`src/rtl/core_if_fetch_buf.sv`:
```
// Instruction-fetch unit: in-order fetch requests, static branch/jump pre-decode with
// self-redirect, wrong-path response killing, and a decoupling buffer toward decode.
module core_if_fetch_buf #(
  parameter int                  PC_WIDTH        = 32,
  parameter int                  INST_WIDTH      = 32,
  parameter int                  FIFO_DEPTH      = 4,
  parameter int                  MAX_OUTSTANDING = 2,
  parameter logic [PC_WIDTH-1:0] RESET_PC        = 32'h8000_0000
) (
  input  logic                  clk,
  input  logic                  rst,
  output logic                  o_req_valid,
  input  logic                  i_req_ready,
  output logic [PC_WIDTH-1:0]   o_req_addr,
  input  logic                  i_rsp_valid,
  input  logic [INST_WIDTH-1:0] i_rsp_inst,
  input  logic                  i_pipe_flush_req,
  input  logic [PC_WIDTH-1:0]   i_exu_pipe_flush_pc,
  output logic                  o_valid,
  input  logic                  i_ready,
  output logic [INST_WIDTH-1:0] o_inst,
  output logic [PC_WIDTH-1:0]   o_pc,
  output logic                  o_branch_jump_predict
);

  localparam int FPW = $clog2(FIFO_DEPTH);
  localparam int FCW = FPW + 1;
  localparam int OPW = (MAX_OUTSTANDING > 1) ? $clog2(MAX_OUTSTANDING) : 1;
  localparam int OCW = $clog2(MAX_OUTSTANDING) + 1;
  localparam int SW  = FCW + 1;
  localparam logic [OCW-1:0] OQ_MAX    = OCW'(MAX_OUTSTANDING);
  localparam logic [SW-1:0]  CREDIT_MAX = SW'(FIFO_DEPTH);
  localparam logic [6:0]     OPC_JAL    = 7'b1101111;
  localparam logic [6:0]     OPC_BRANCH = 7'b1100011;

  logic [PC_WIDTH-1:0]   fpc_q, fpc_d;
  logic [PC_WIDTH-1:0]   oq_pc_q [MAX_OUTSTANDING];
  logic [PC_WIDTH-1:0]   oq_pc_d [MAX_OUTSTANDING];
  logic [MAX_OUTSTANDING-1:0] oq_kill_q, oq_kill_d;
  logic [OPW-1:0]        oq_wptr_q, oq_wptr_d, oq_rptr_q, oq_rptr_d;
  logic [OCW-1:0]        oq_cnt_q, oq_cnt_d;
  logic [INST_WIDTH-1:0] fifo_inst_q [FIFO_DEPTH];
  logic [INST_WIDTH-1:0] fifo_inst_d [FIFO_DEPTH];
  logic [PC_WIDTH-1:0]   fifo_pc_q [FIFO_DEPTH];
  logic [PC_WIDTH-1:0]   fifo_pc_d [FIFO_DEPTH];
  logic [FIFO_DEPTH-1:0] fifo_pred_q, fifo_pred_d;
  logic [FPW-1:0]        fifo_wptr_q, fifo_wptr_d, fifo_rptr_q, fifo_rptr_d;
  logic [FCW-1:0]        fifo_cnt_q, fifo_cnt_d;

  logic [PC_WIDTH-1:0] rsp_imm;
  logic                rsp_pred;
  logic                rsp_keep, redirect_now, req_fire, fifo_pop;
  logic [SW-1:0]       credit;

  function automatic logic [OPW-1:0] oq_next(input logic [OPW-1:0] p);
    return (p == OPW'(MAX_OUTSTANDING - 1)) ? '0 : p + OPW'(1);
  endfunction

  // Static prediction: JAL always taken, conditional branches taken only when backward.
  always_comb begin
    rsp_imm  = '0;
    rsp_pred = 1'b0;
    case (i_rsp_inst[6:0])
      OPC_JAL: begin
        rsp_imm  = {{(PC_WIDTH-20){i_rsp_inst[31]}}, i_rsp_inst[19:12], i_rsp_inst[20],
                    i_rsp_inst[30:21], 1'b0};
        rsp_pred = 1'b1;
      end
      OPC_BRANCH: begin
        rsp_imm  = {{(PC_WIDTH-12){i_rsp_inst[31]}}, i_rsp_inst[7], i_rsp_inst[30:25],
                    i_rsp_inst[11:8], 1'b0};
        rsp_pred = i_rsp_inst[31];
      end
      default: ;
    endcase
  end

  always_comb begin
    credit       = SW'(oq_cnt_q) + SW'(fifo_cnt_q);
    rsp_keep     = i_rsp_valid & ~oq_kill_q[oq_rptr_q] & ~i_pipe_flush_req;
    redirect_now = rsp_keep & rsp_pred;
    // Credit check reserves a FIFO slot for every in-flight request.
    o_req_valid  = ~rst & ~i_pipe_flush_req & ~redirect_now & (oq_cnt_q < OQ_MAX) &
                   (credit < CREDIT_MAX);
    o_req_addr   = fpc_q;
    req_fire     = o_req_valid & i_req_ready;
    o_valid      = (fifo_cnt_q != '0);
    fifo_pop     = o_valid & i_ready & ~i_pipe_flush_req;
    o_inst                = o_valid ? fifo_inst_q[fifo_rptr_q] : '0;
    o_pc                  = o_valid ? fifo_pc_q[fifo_rptr_q]   : '0;
    o_branch_jump_predict = o_valid & fifo_pred_q[fifo_rptr_q];
  end

  always_comb begin
    fpc_d = fpc_q;
    if (i_pipe_flush_req)  fpc_d = i_exu_pipe_flush_pc;
    else if (redirect_now) fpc_d = oq_pc_q[oq_rptr_q] + rsp_imm;
    else if (req_fire)     fpc_d = fpc_q + PC_WIDTH'(4);

    oq_pc_d   = oq_pc_q;
    oq_kill_d = oq_kill_q;
    oq_wptr_d = oq_wptr_q;
    oq_rptr_d = oq_rptr_q;
    oq_cnt_d  = oq_cnt_q;
    if (i_pipe_flush_req | redirect_now) oq_kill_d = '1;
    if (req_fire) begin
      oq_pc_d[oq_wptr_q]   = fpc_q;
      oq_kill_d[oq_wptr_q] = 1'b0;
      oq_wptr_d            = oq_next(oq_wptr_q);
    end
    if (i_rsp_valid) oq_rptr_d = oq_next(oq_rptr_q);
    case ({req_fire, i_rsp_valid})
      2'b10:   oq_cnt_d = oq_cnt_q + OCW'(1);
      2'b01:   oq_cnt_d = oq_cnt_q - OCW'(1);
      default: oq_cnt_d = oq_cnt_q;
    endcase

    fifo_inst_d = fifo_inst_q;
    fifo_pc_d   = fifo_pc_q;
    fifo_pred_d = fifo_pred_q;
    fifo_wptr_d = fifo_wptr_q;
    fifo_rptr_d = fifo_rptr_q;
    fifo_cnt_d  = fifo_cnt_q;
    if (i_pipe_flush_req) begin
      fifo_wptr_d = '0;
      fifo_rptr_d = '0;
      fifo_cnt_d  = '0;
    end else begin
      if (rsp_keep) begin
        fifo_inst_d[fifo_wptr_q] = i_rsp_inst;
        fifo_pc_d[fifo_wptr_q]   = oq_pc_q[oq_rptr_q];
        fifo_pred_d[fifo_wptr_q] = rsp_pred;
        fifo_wptr_d              = fifo_wptr_q + FPW'(1);
      end
      if (fifo_pop) fifo_rptr_d = fifo_rptr_q + FPW'(1);
      case ({rsp_keep, fifo_pop})
        2'b10:   fifo_cnt_d = fifo_cnt_q + FCW'(1);
        2'b01:   fifo_cnt_d = fifo_cnt_q - FCW'(1);
        default: fifo_cnt_d = fifo_cnt_q;
      endcase
    end
  end

  always_ff @(posedge clk or posedge rst) begin
    if (rst) begin
      fpc_q       <= RESET_PC;
      oq_kill_q   <= '0;
      oq_wptr_q   <= '0;
      oq_rptr_q   <= '0;
      oq_cnt_q    <= '0;
      fifo_wptr_q <= '0;
      fifo_rptr_q <= '0;
      fifo_cnt_q  <= '0;
    end else begin
      fpc_q       <= fpc_d;
      oq_kill_q   <= oq_kill_d;
      oq_wptr_q   <= oq_wptr_d;
      oq_rptr_q   <= oq_rptr_d;
      oq_cnt_q    <= oq_cnt_d;
      fifo_wptr_q <= fifo_wptr_d;
      fifo_rptr_q <= fifo_rptr_d;
      fifo_cnt_q  <= fifo_cnt_d;
    end
  end

  // Payload storage carries no reset; outputs are masked by o_valid instead.
  always_ff @(posedge clk) begin
    oq_pc_q     <= oq_pc_d;
    fifo_inst_q <= fifo_inst_d;
    fifo_pc_q   <= fifo_pc_d;
    fifo_pred_q <= fifo_pred_d;
  end

endmodule

```
`config.mk`:
```
export PLATFORM = sky130hd
export DESIGN_NAME = core_if_fetch_buf
export DESIGN_NICKNAME = d
export VERILOG_FILES = /design/src/rtl/core_if_fetch_buf.sv
export SDC_FILE = /design/constraint.sdc
export NUM_CORES = 1
export LEC_CHECK = 0
export CAP_MARGIN = 20
export CORE_ASPECT_RATIO = 1.2
export CORE_MARGIN = 2
export CORE_UTILIZATION = 50
export DETAILED_ROUTE_END_ITERATION = 10
export PLACE_DENSITY_LB_ADDON = 0.08
export SYNTH_ARGS = -nofsm -noshare
export SYNTH_HDL_FRONTEND = slang
export SYNTH_SLANG_ARGS = --single-unit
export TNS_END_PERCENT = 50
```
`constraint.sdc`:
```
create_clock -name clk -period 5 [get_ports clk]
set_input_delay 0.5 -clock clk [delete_from_list [all_inputs] [get_ports clk]]
set_output_delay 0.5 -clock clk [all_outputs]
set_load 0.02 [all_outputs]
```
==> flow_summary.toml, run 1 <==
[cells_and_area]
synthToLayoutAreaGrowth_pct = 20.5
nFillCells = 2563
regArea_mm2 = 0.0109
multiInputGateArea_mm2 = 0.00580
layout_common_cells = "edfxtp_1, clkdlybuf4s50_1, and2_1"
diodes = 0
final_nets = 1400
layout-drive-gt1-share_pct = 16.3
final_common_cell = "edfxtp_1"

[die]
num_rows = 73
coreArea_mm2 = 0.0332
die_area_mm2 = 0.0354
die_y_um = 206
ios = 169
die_width_um = 172
start_util_pct = 51.0

[sta]
drv_slew = 0
tns_ns = 0
finalCritPeriodShare_pct = 82.3
hold_viol = 0
setup_violations = 0
fin_crit_ns = 4.11
clock.fmax_mhz = 243
tightest_slew_ns = 0.891
slew_headroom_pct = 40.4
rsz0062_at_grt = "false"
finalClockSkew_ns = 0.0117

[worst_setup_path]
path_cells = "clkdlybuf4s50_1, and4b_2, and3_1, nor2_1, nor2b_1, ha_1, o21ai_0, or3_4, a21oi_4, a31oi_4, a211oi_4, nand3_1, a31oi_1, a211oi_2"
cp_slowest_stage_delay_ns = 0.53
cp_num_buf_inv = 1
critPathSlowestCell = "clkdlybuf4s50_1"
r2r_slack_ns = 1.31
cp.required_ns = 5.41
rr_startpoint = "oq_rptr_q$_DFFE_PP0P_"
path_class = "primary input to flop"
cp_max_fo = 14
end_kind = "flop"
critPathTopFamily = "simple AND/OR/NAND/NOR gates"
startpoint_type = "primary input"
arrival_ns = 4.52
critPathLaunch = "i_rsp_inst[4]"

[route]
vias = 10300
wl_mm = 40.6
antenna_left = 0
dr.pass1.iters = 6
drtIter0Drc = 853
post_drt_wl_per_cell_um = 22.9
drc = 0
viasPerCell = 5.83

[placement]
dp_hpwl_mm = 27.6
routabilityCongestion = 0.931
port_buffers = 168

[cts]
post_cts_resized = 0
cts.clk_slew.worst_paths_ns = 0.06
cts_sinks = 369
worstSkewPairLatency_ns = 0.53
cts_root_buffer = "clkbuf_16"
htreeDepth = 2
holdBufCountCts = 0
cts_tree = "built"
clock_path_buffers = 3
post-cts-setup-buffers = 0
cts_buffers = 38

[synthesis]
synth_top_area_share_pct = 57.4
synth_ff_type = "edfxtp_1"
synth.cell_area_mm2 = 0.0170
ys_types = 81
synth_area_leader_cell = "edfxtp_1"
syn_inst = 1112
synth_edf_count = 324
synthTopCellsByArea = "edfxtp_1, mux4_2, dfrtp_1"
synth_async_sr_flop_share_pct = 12.2
syn_nets = 1219
ys_seq_elements = 369
synth-seq-area-share_pct = 64.0
yosysWarnings = 0
syn_avg_cell_area_um2 = 15.3

[power_and_ir_drop]
ir_drop_uv = 388
p_total_uw = 9340
p_per_area_mw_per_mm2 = 457
p_leak_uw = 0.00697

[outcome]
status = "finished, final reports clean"

[global_routing]
antenna_found_initial = 0
grt_pass1_vias = 10400
grt.total_usage_pct = 23.6
grt_pass1_wl_mm = 62.0
grt_max_degree = 53
grt-ovfl-total = 0

[flow_run]
drv_cap = 0

[hold_path]
hp-class = "primary input to async pin"
cell type report:
class                      count  share of cell area [%]
clock inverter                19                   0.723
multi-input combinational    676                    28.4
tap                          450                    2.76
timing repair buffer         191                    9.42
clock buffer                  51                    5.21
inverter                      17                   0.325
sequential                   369                    53.2
worst paths after layout:
| path | end | cells past startpoint |
|---|---|---|
| worst max-delay path | o_req_addr[27]$_DFFE_PP0P_ | 14 |
| worst min-delay path | fifo_rptr_q[0]$_DFFE_PP0P_ | 2 |
| worst max register to register | o_req_addr[27]$_DFFE_PP0P_ | 11 |
| worst min register to register | oq_wptr_q$_DFFE_PP0P_ | 1 |
| max in group asynchronous | o_req_addr[0]$_DFFE_PP0P_ | 3 |
| min in group clk | o_req_addr[6]$_DFFE_PP0P_ | 4 |
layer usage:
| metal | wire [um] | up-vias | part of all wire, % | GRT usage, % |
|---|---|---|---|---|
| met5 | 0 | - | 0 | 0 |
| met4 | 888 | 0 | 2.2 | 6.54 |
| met3 | 2410 | 66 | 5.9 | 3.89 |
| met2 | 19000 | 351 | 47 | 36.8 |
| met1 | 18300 | 5213 | 45 | 34.8 |
| li1 | - | 4698 | - | - |
state kept, by name, indices dropped and copies added, names as in the netlist:
name,cells
fifo_inst_q,128
oq_kill_q,2
fifo_wptr_q,2
oq_wptr_q,1
fifo_cnt_q,3
fifo_pred_q,4
fifo_pc_q,128
oq_cnt_q,2
fifo_rptr_q,2
o_req_addr,32
oq_rptr_q,1
oq_pc_q,64
cell usage after synthesis (6+ instances only):
master,number
mux4_2,65
nand3_1,24
a31oi_1,9
ha_1,35
nand2_1,45
o21ai_0,33
clkbuf_1,34
xor2_1,20
nor2b_1,7
and2_1,79
o22ai_1,8
mux2i_1,6
or3_1,6
nand4_1,10
edfxtp_1,324
and3_1,10
dfrtp_1,44
inv_1,13
nor3_1,13
buf_2,9
a21oi_1,49
xnor2_1,39
a211oi_1,8
nor2_1,61
a21o_1,23
mux2_2,30
kinds of logic after synthesis:
logic type / share of synthesized area, %
buf+inv: 1.81
mux: 11.2
fa+ha+maj: 2.82
compound gates: 8.24
simple gates: 8.82
flops: 64.0
xor+xnor: 3.05
power by group:
group | internal [uW] | switching (uW) | total, uW
Combinational | 1290 | 1500 | 2790
Sequential | 3590 | 213 | 3810
Clock | 1600 | 1140 | 2750
Total | 6490 | 2850 | 9340
per-stage QoR:
stage          instance area (um^2)  cells  setup slack (ns)  hold slack, ns  utilization [%]
2_1_floorplan                 17000   1112              1.41           0.456                -
3_3_place_gp                  19200   1703             0.501           0.479             57.8
5_1_grt                       20400   1773             0.635           0.211             61.5
3_5_place_dp                  19200   1703             0.379           0.496             57.8
6_report                      20400   1773             0.886           0.218             61.5
4_1_cts                       20400   1773             0.938           0.202             61.5
Note: power is estimated with default switching activity, not from simulation.
==> run 2, diff against run 1 <==
Clock period 5 ns to 3.69 ns, I/O delays scaled along.
==> run 2 against run 1 <==
Register-to-register slack got worse by 0.99 ns; critical endpoint is now o_req_addr[22]$_DFFE_PP0P_; hold slack got worse by 0.11 ns; clock-buffer cell count rose by 7; final cell count rose by 4.8%; sequential share of layout area fell by 1.9 points; first-iteration DRC count fell by 0.94%; largest power group unchanged.
==> flow_summary.toml, run 2 (same netlist as run 1, synthesis figures left out) <==
[outcome]
status = "finished, final reports clean"

[sta]
holdWs_ns = 0.105
drv_slew = 0
clock.fmax_mhz = 282
slew_headroom_pct = 52.8
setup_violations = 0
hold_viol = 0
finalCritPeriodShare_pct = 96.1
finalClockSkew_ns = 0.0126
tightest_slew_ns = 0.706
fin_crit_ns = 3.55

[flow_run]
drv_cap = 0

[route]
viasPerCell = 5.78
wl_mm = 42.1
dr.pass1.iters = 5
wl_met2_mm = 20.0
wl_met3_mm = 2.56
drt-met1-wl_mm = 18.8
post_drt_wl_per_cell_um = 22.6
drc = 0
vias = 10700
drtIter0Drc = 845
routed.top_layer = "met4"
antenna_left = 0

[worst_setup_path]
arrival_ns = 3.94
cp.required_ns = 4.08
cp_max_fo = 5
critPathSlowestCell = "clkdlybuf4s50_1"
startpoint_type = "primary input"
path_class = "primary input to flop"
end_kind = "flop"
cp_slowest_stage_delay_ns = 0.54
critical_path.most_common_cell = "buf_4"
path_cells = "clkdlybuf4s50_1, and4b_2, nand2_1, nor3_1, buf_4, buf_4, a22o_1, ha_1, a211oi_1, buf_4, o211ai_2, buf_4, nand2_1, a211oi_2, o21ai_1, or4b_1, o311ai_0, a21oi_1"

[placement]
routabilityCongestion = 0.887
port_buffers = 168
dp_hpwl_mm = 28.4
dp_cells = 1787

[cells_and_area]
instances_no_fill = 1858
final_common_cell = "edfxtp_1"
synthToLayoutAreaGrowth_pct = 25.0
final_nets = 1486
diodes = 0
final_util_pct = 63.8
top_regs = "fifo_inst_q: 128 flops, fifo_pc_q: 128 flops, oq_pc_q: 64 flops"
layout_common_cells = "edfxtp_1, clkdlybuf4s50_1, buf_4"
layout-drive-gt1-share_pct = 21.7

[cts]
cts_sinks = 369
cts_buffers = 38
worstSkewPairLatency_ns = 0.53
clock_path_buffers = 3
htreeDepth = 2
cts_root_buffer = "clkbuf_16"
cts_tree = "built"
holdBufCountCts = 0
cts.clk_slew.worst_paths_ns = 0.06

[die]
ios = 169
start_util_pct = 51.0
num_rows = 73
die_area_mm2 = 0.0354
die_width_um = 172
die_y_um = 206
coreArea_mm2 = 0.0332

[hold_path]
hp-class = "primary input to async pin"

[power_and_ir_drop]
p_leak_uw = 0.00743
p_per_area_mw_per_mm2 = 612
ir_drop_uv = 429

[global_routing]
grt_max_degree = 66
grt-ovfl-total = 0
antenna_found_initial = 1
grt_pass1_wl_mm = 64.2
grt_pass1_vias = 10800
grt.total_usage_pct = 24.3
-- run 2: cell count changes in the layout (fill, tap and decap cells not counted), sizes merged --
cell / before / now
clkinvlp: 1 / 2
bufinv: 2 / 3
clkinv: 17 / 7
clkbuf: 51 / 58
buf: 24 / 110
-- run 2: what timing repair did --
| action | 4_1_cts | 5_1_grt |
|---|---|---|
| setup endpoints to repair | 0 | 17 |
| setup buffers | 0 | 1 |
| endpoints found under the hold margin | 0 | 0 |
| resized for setup | 0 | 9 |
-- run 2: worst max-delay path: cells and delay by family --
family                     cells  cell delay [ns]
and+or+nand+nor                5             1.02
buffers and inverters          5             1.14
AOI/OAI and AO/OA              7             1.12
adders and majority gates      1             0.32
-- run 2: worst paths after layout --
check / from / end / slack (ns) / depth (start not counted)
min in group clk: i_pipe_flush_req / fifo_wptr_q[1]$_DFFE_PP0P_ / 0.25 / 2
setup reg to reg: oq_rptr_q$_DFFE_PP0P_ / o_req_addr[29]$_DFFE_PP0P_ / 0.32 / 12
hold reg to reg: oq_kill_q[0]$_DFF_PP0_ / oq_kill_q[0]$_DFF_PP0_ / 0.50 / 2
hold / removal: rst / fifo_cnt_q[1]$_DFFE_PP0P_ / 0.10 / 2
max in group asynchronous: rst / oq_cnt_q[1]$_DFFE_PP0P_ / 3.00 / 4
setup / recovery: i_rsp_inst[4] / o_req_addr[22]$_DFFE_PP0P_ / 0.14 / 18
-- run 2: stage by stage --
stage	TNS [ns]	area, um^2	worst slack [ns]	total power [uW]
after floorplan	0	17000	0.129	7520
after global placement	-6.70	19900	-0.466	9220
after detailed placement	-7.71	19900	-0.489	9260
after CTS	0	21100	0.0277	13100
after global routing	-0.0107	21200	-0.00998	13500
final	0	21200	0.144	13000
-- run 2: cell type report --
class / instances / area, um^2
flip-flops and latches: 369 / 10900
fillers: 2488 / 12000
inverters: 17 / 66.3
repair buffers: 277 / 2620
well taps: 450 / 563
multi-input cells: 676 / 5830
clock buffers: 58 / 1120
clock inverters: 11 / 138
-- run 2: per-layer routing --
layer  vias to the layer above  global-route usage [%]
li1                       4863                       -
met1                      5441                    35.7
met2                       390                    38.9
met3                        51                    3.46
met4                         0                    5.82
met5                         -                       0
-- run 2: power by group --
group | leakage (uW) | internal, uW | switching, uW
clock network | 0.000607 | 2310 | 1520
logic | 0.00337 | 1900 | 2160
registers | 0.00345 | 4870 | 222
==> run 3, diff against run 2 <==
Clock period 3.69 ns to 3.7 ns, I/O delays scaled along.
==> run 3 against run 2 <==
Non-clock buffer count is 4 lower; die area stayed put; register-to-register slack worse by 0.10 ns; routed wire length is 2.6% lower; sequential share of layout area hardly changed; via count is 0.95% lower; sequential power hardly changed; first-iteration DRC count is 16% higher; combinational power is 1% lower; clock-buffer cell count is 12 lower; hold slack better by 0.046 ns.
==> flow_summary.toml, run 3 (same netlist as run 1, synthesis figures left out) <==
[route]
antenna_left = 0
vias = 10600
wl_mm = 41.0
viasPerCell = 5.75
drc = 0
post_drt_wl_per_cell_um = 22.1
drtIter0Drc = 984
dr.pass1.iters = 5

[power_and_ir_drop]
power_switching_uw = 3900
p_int_uw = 9120
p_sw_share_pct = 29.9
clkPwrFrac_pct = 30.0
ir_drop_uv = 407
pwr-share-comb_pct = 30.7
p_leak_uw = 0.00743
p_total_uw = 13000
p_per_area_mw_per_mm2 = 614
seqPwrFrac_pct = 39.3

[cells_and_area]
final_util_pct = 63.8
diodes = 0
layout_common_cells = "edfxtp_1, clkdlybuf4s50_1, buf_4"
layout-drive-gt1-share_pct = 22.0
instances_no_fill = 1852
final_common_cell = "edfxtp_1"
nFillCells = 2521
final_nets = 1482
synthToLayoutAreaGrowth_pct = 25.1
multiInputGateArea_mm2 = 0.00585
regArea_mm2 = 0.0109
top_regs = "fifo_inst_q: 128 flops, fifo_pc_q: 128 flops, oq_pc_q: 64 flops"

[global_routing]
grt.total_usage_pct = 23.9
grt-ovfl-total = 0
grt_max_degree = 66
grt_pass1_wl_mm = 63.5
grt_pass1_vias = 10800
antenna_found_initial = 0

[hold_path]
hp-class = "primary input to flop"
min_from = "i_rsp_inst[4]"

[die]
die_width_um = 172
die_y_um = 206
ios = 169
start_util_pct = 51.0
die_area_mm2 = 0.0354
coreArea_mm2 = 0.0332
num_rows = 73

[worst_setup_path]
critPathLaunch = "i_rsp_inst[1]"
cp_max_fo = 4
arrival_ns = 3.97
end_kind = "flop"
cp.required_ns = 4.17
rr_startpoint = "oq_rptr_q$_DFFE_PP0P_"
path_class = "primary input to flop"
startpoint_type = "primary input"

[placement]
dp_slack_ns = -0.500
routabilityCongestion = 0.898
dp_cells = 1783
dp_hpwl_mm = 27.8
port_buffers = 168

[sta]
clock.fmax_mhz = 286
fin_crit_ns = 3.50
slew_headroom_pct = 38.5
drv_slew = 0
setup_violations = 0
finalCritPeriodShare_pct = 94.5
worst_slack_ns = 0.203
finalClockSkew_ns = 0.0171
hold_viol = 0
rsz0062_at_grt = "false"
tightest_slew_ns = 0.922

[cts]
cts.clk_slew.worst_paths_ns = 0.06
worstSkewPairLatency_ns = 0.53
cts_buffers = 38
clock_path_buffers = 3
cts_sinks = 369
holdBufCountCts = 0
htreeDepth = 2
cts_root_buffer = "clkbuf_16"
cts_tree = "built"

[outcome]
status = "finished, final reports clean"

[flow_run]
drv_cap = 0
run 3: cell count changes in the layout (fill, tap and decap cells not counted), moves of 3 or more:
cell / delta
bufinv_16: +3
buf_4: -3
clkbuf_1: -7
clkbuf_8: -3
run 3: cell type report:
| class | instances | share of cell area, % |
|---|---|---|
| Inverter | 17 | 0.313 |
| Multi-Input combinational cell | 676 | 27.6 |
| Clock buffer | 46 | 4.73 |
| Clock inverter | 21 | 1.30 |
| Tap cell | 450 | 2.65 |
| Sequential cell | 369 | 51.2 |
| Timing Repair Buffer | 273 | 12.2 |
run 3: power by group through the flow:
stage | Clock [uW] | Combinational, uW | Sequential, uW
5_1_grt | 4130 | 4300 | 5150
3_5_place_dp | 0 | 4010 | 5210
4_1_cts | 4010 | 4030 | 5120
3_3_place_gp | 0 | 4000 | 5200
2_1_floorplan | 0 | 2360 | 5140
6_report | 3910 | 3990 | 5120
run 3: path summary, 6_finish.rpt:
path | endpoint | slack [ns] | depth (start not counted)
min in group asynchronous | fifo_rptr_q[1]$_DFFE_PP0P_ | 0.42 | 2
worst max register to register | o_req_addr[29]$_DFFE_PP0P_ | 0.22 | 13
max in group asynchronous | fifo_wptr_q[0]$_DFFE_PP0P_ | 2.62 | 3
worst min-delay path | fifo_inst_q[100]$_DFFE_PP_ | 0.15 | 1
worst min register to register | oq_kill_q[0]$_DFF_PP0_ | 0.50 | 2
worst max-delay path | o_req_addr[15]$_DFFE_PP0P_ | 0.20 | 18
run 3: timing repair:
item,CTS,global route
gates resized for setup,0,16
endpoints found under the setup margin,0,12
setup buffers,0,2
run 3: per-stage QoR:
stage                     hold slack, ns  instance area [um^2]  TNS, ns
after detailed placement           0.488                 19900    -8.19
after global routing               0.147                 21200        0
after CTS                          0.253                 21100        0
final                              0.151                 21200        0
after floorplan                    0.456                 17000        0
after global placement             0.482                 19900    -6.91
run 3: layer usage:
metal  GRT usage [%]  routed length (um)
met1            34.9               18100
met2            38.4               19500
met3            3.06                2590
met4            6.36                 804
met5               0                   0
run 3: worst max-delay path, cell delays in order:
cell and delay, ns:
clkdlybuf4s50_1 0.51, and4b_2 0.27, nand2_1 0.08, nor3_1 0.14, buf_4 0.18, nor2_4 0.06
buf_4 0.14, nor2b_1 0.14, ha_1 0.27, a211o_1 0.30, a211oi_2 0.31, a21oi_4 0.12
buf_4 0.15, o21ai_2 0.11, nand3b_2 0.13, xnor2_1 0.16, a2111oi_2 0.36, a221o_1 0.16
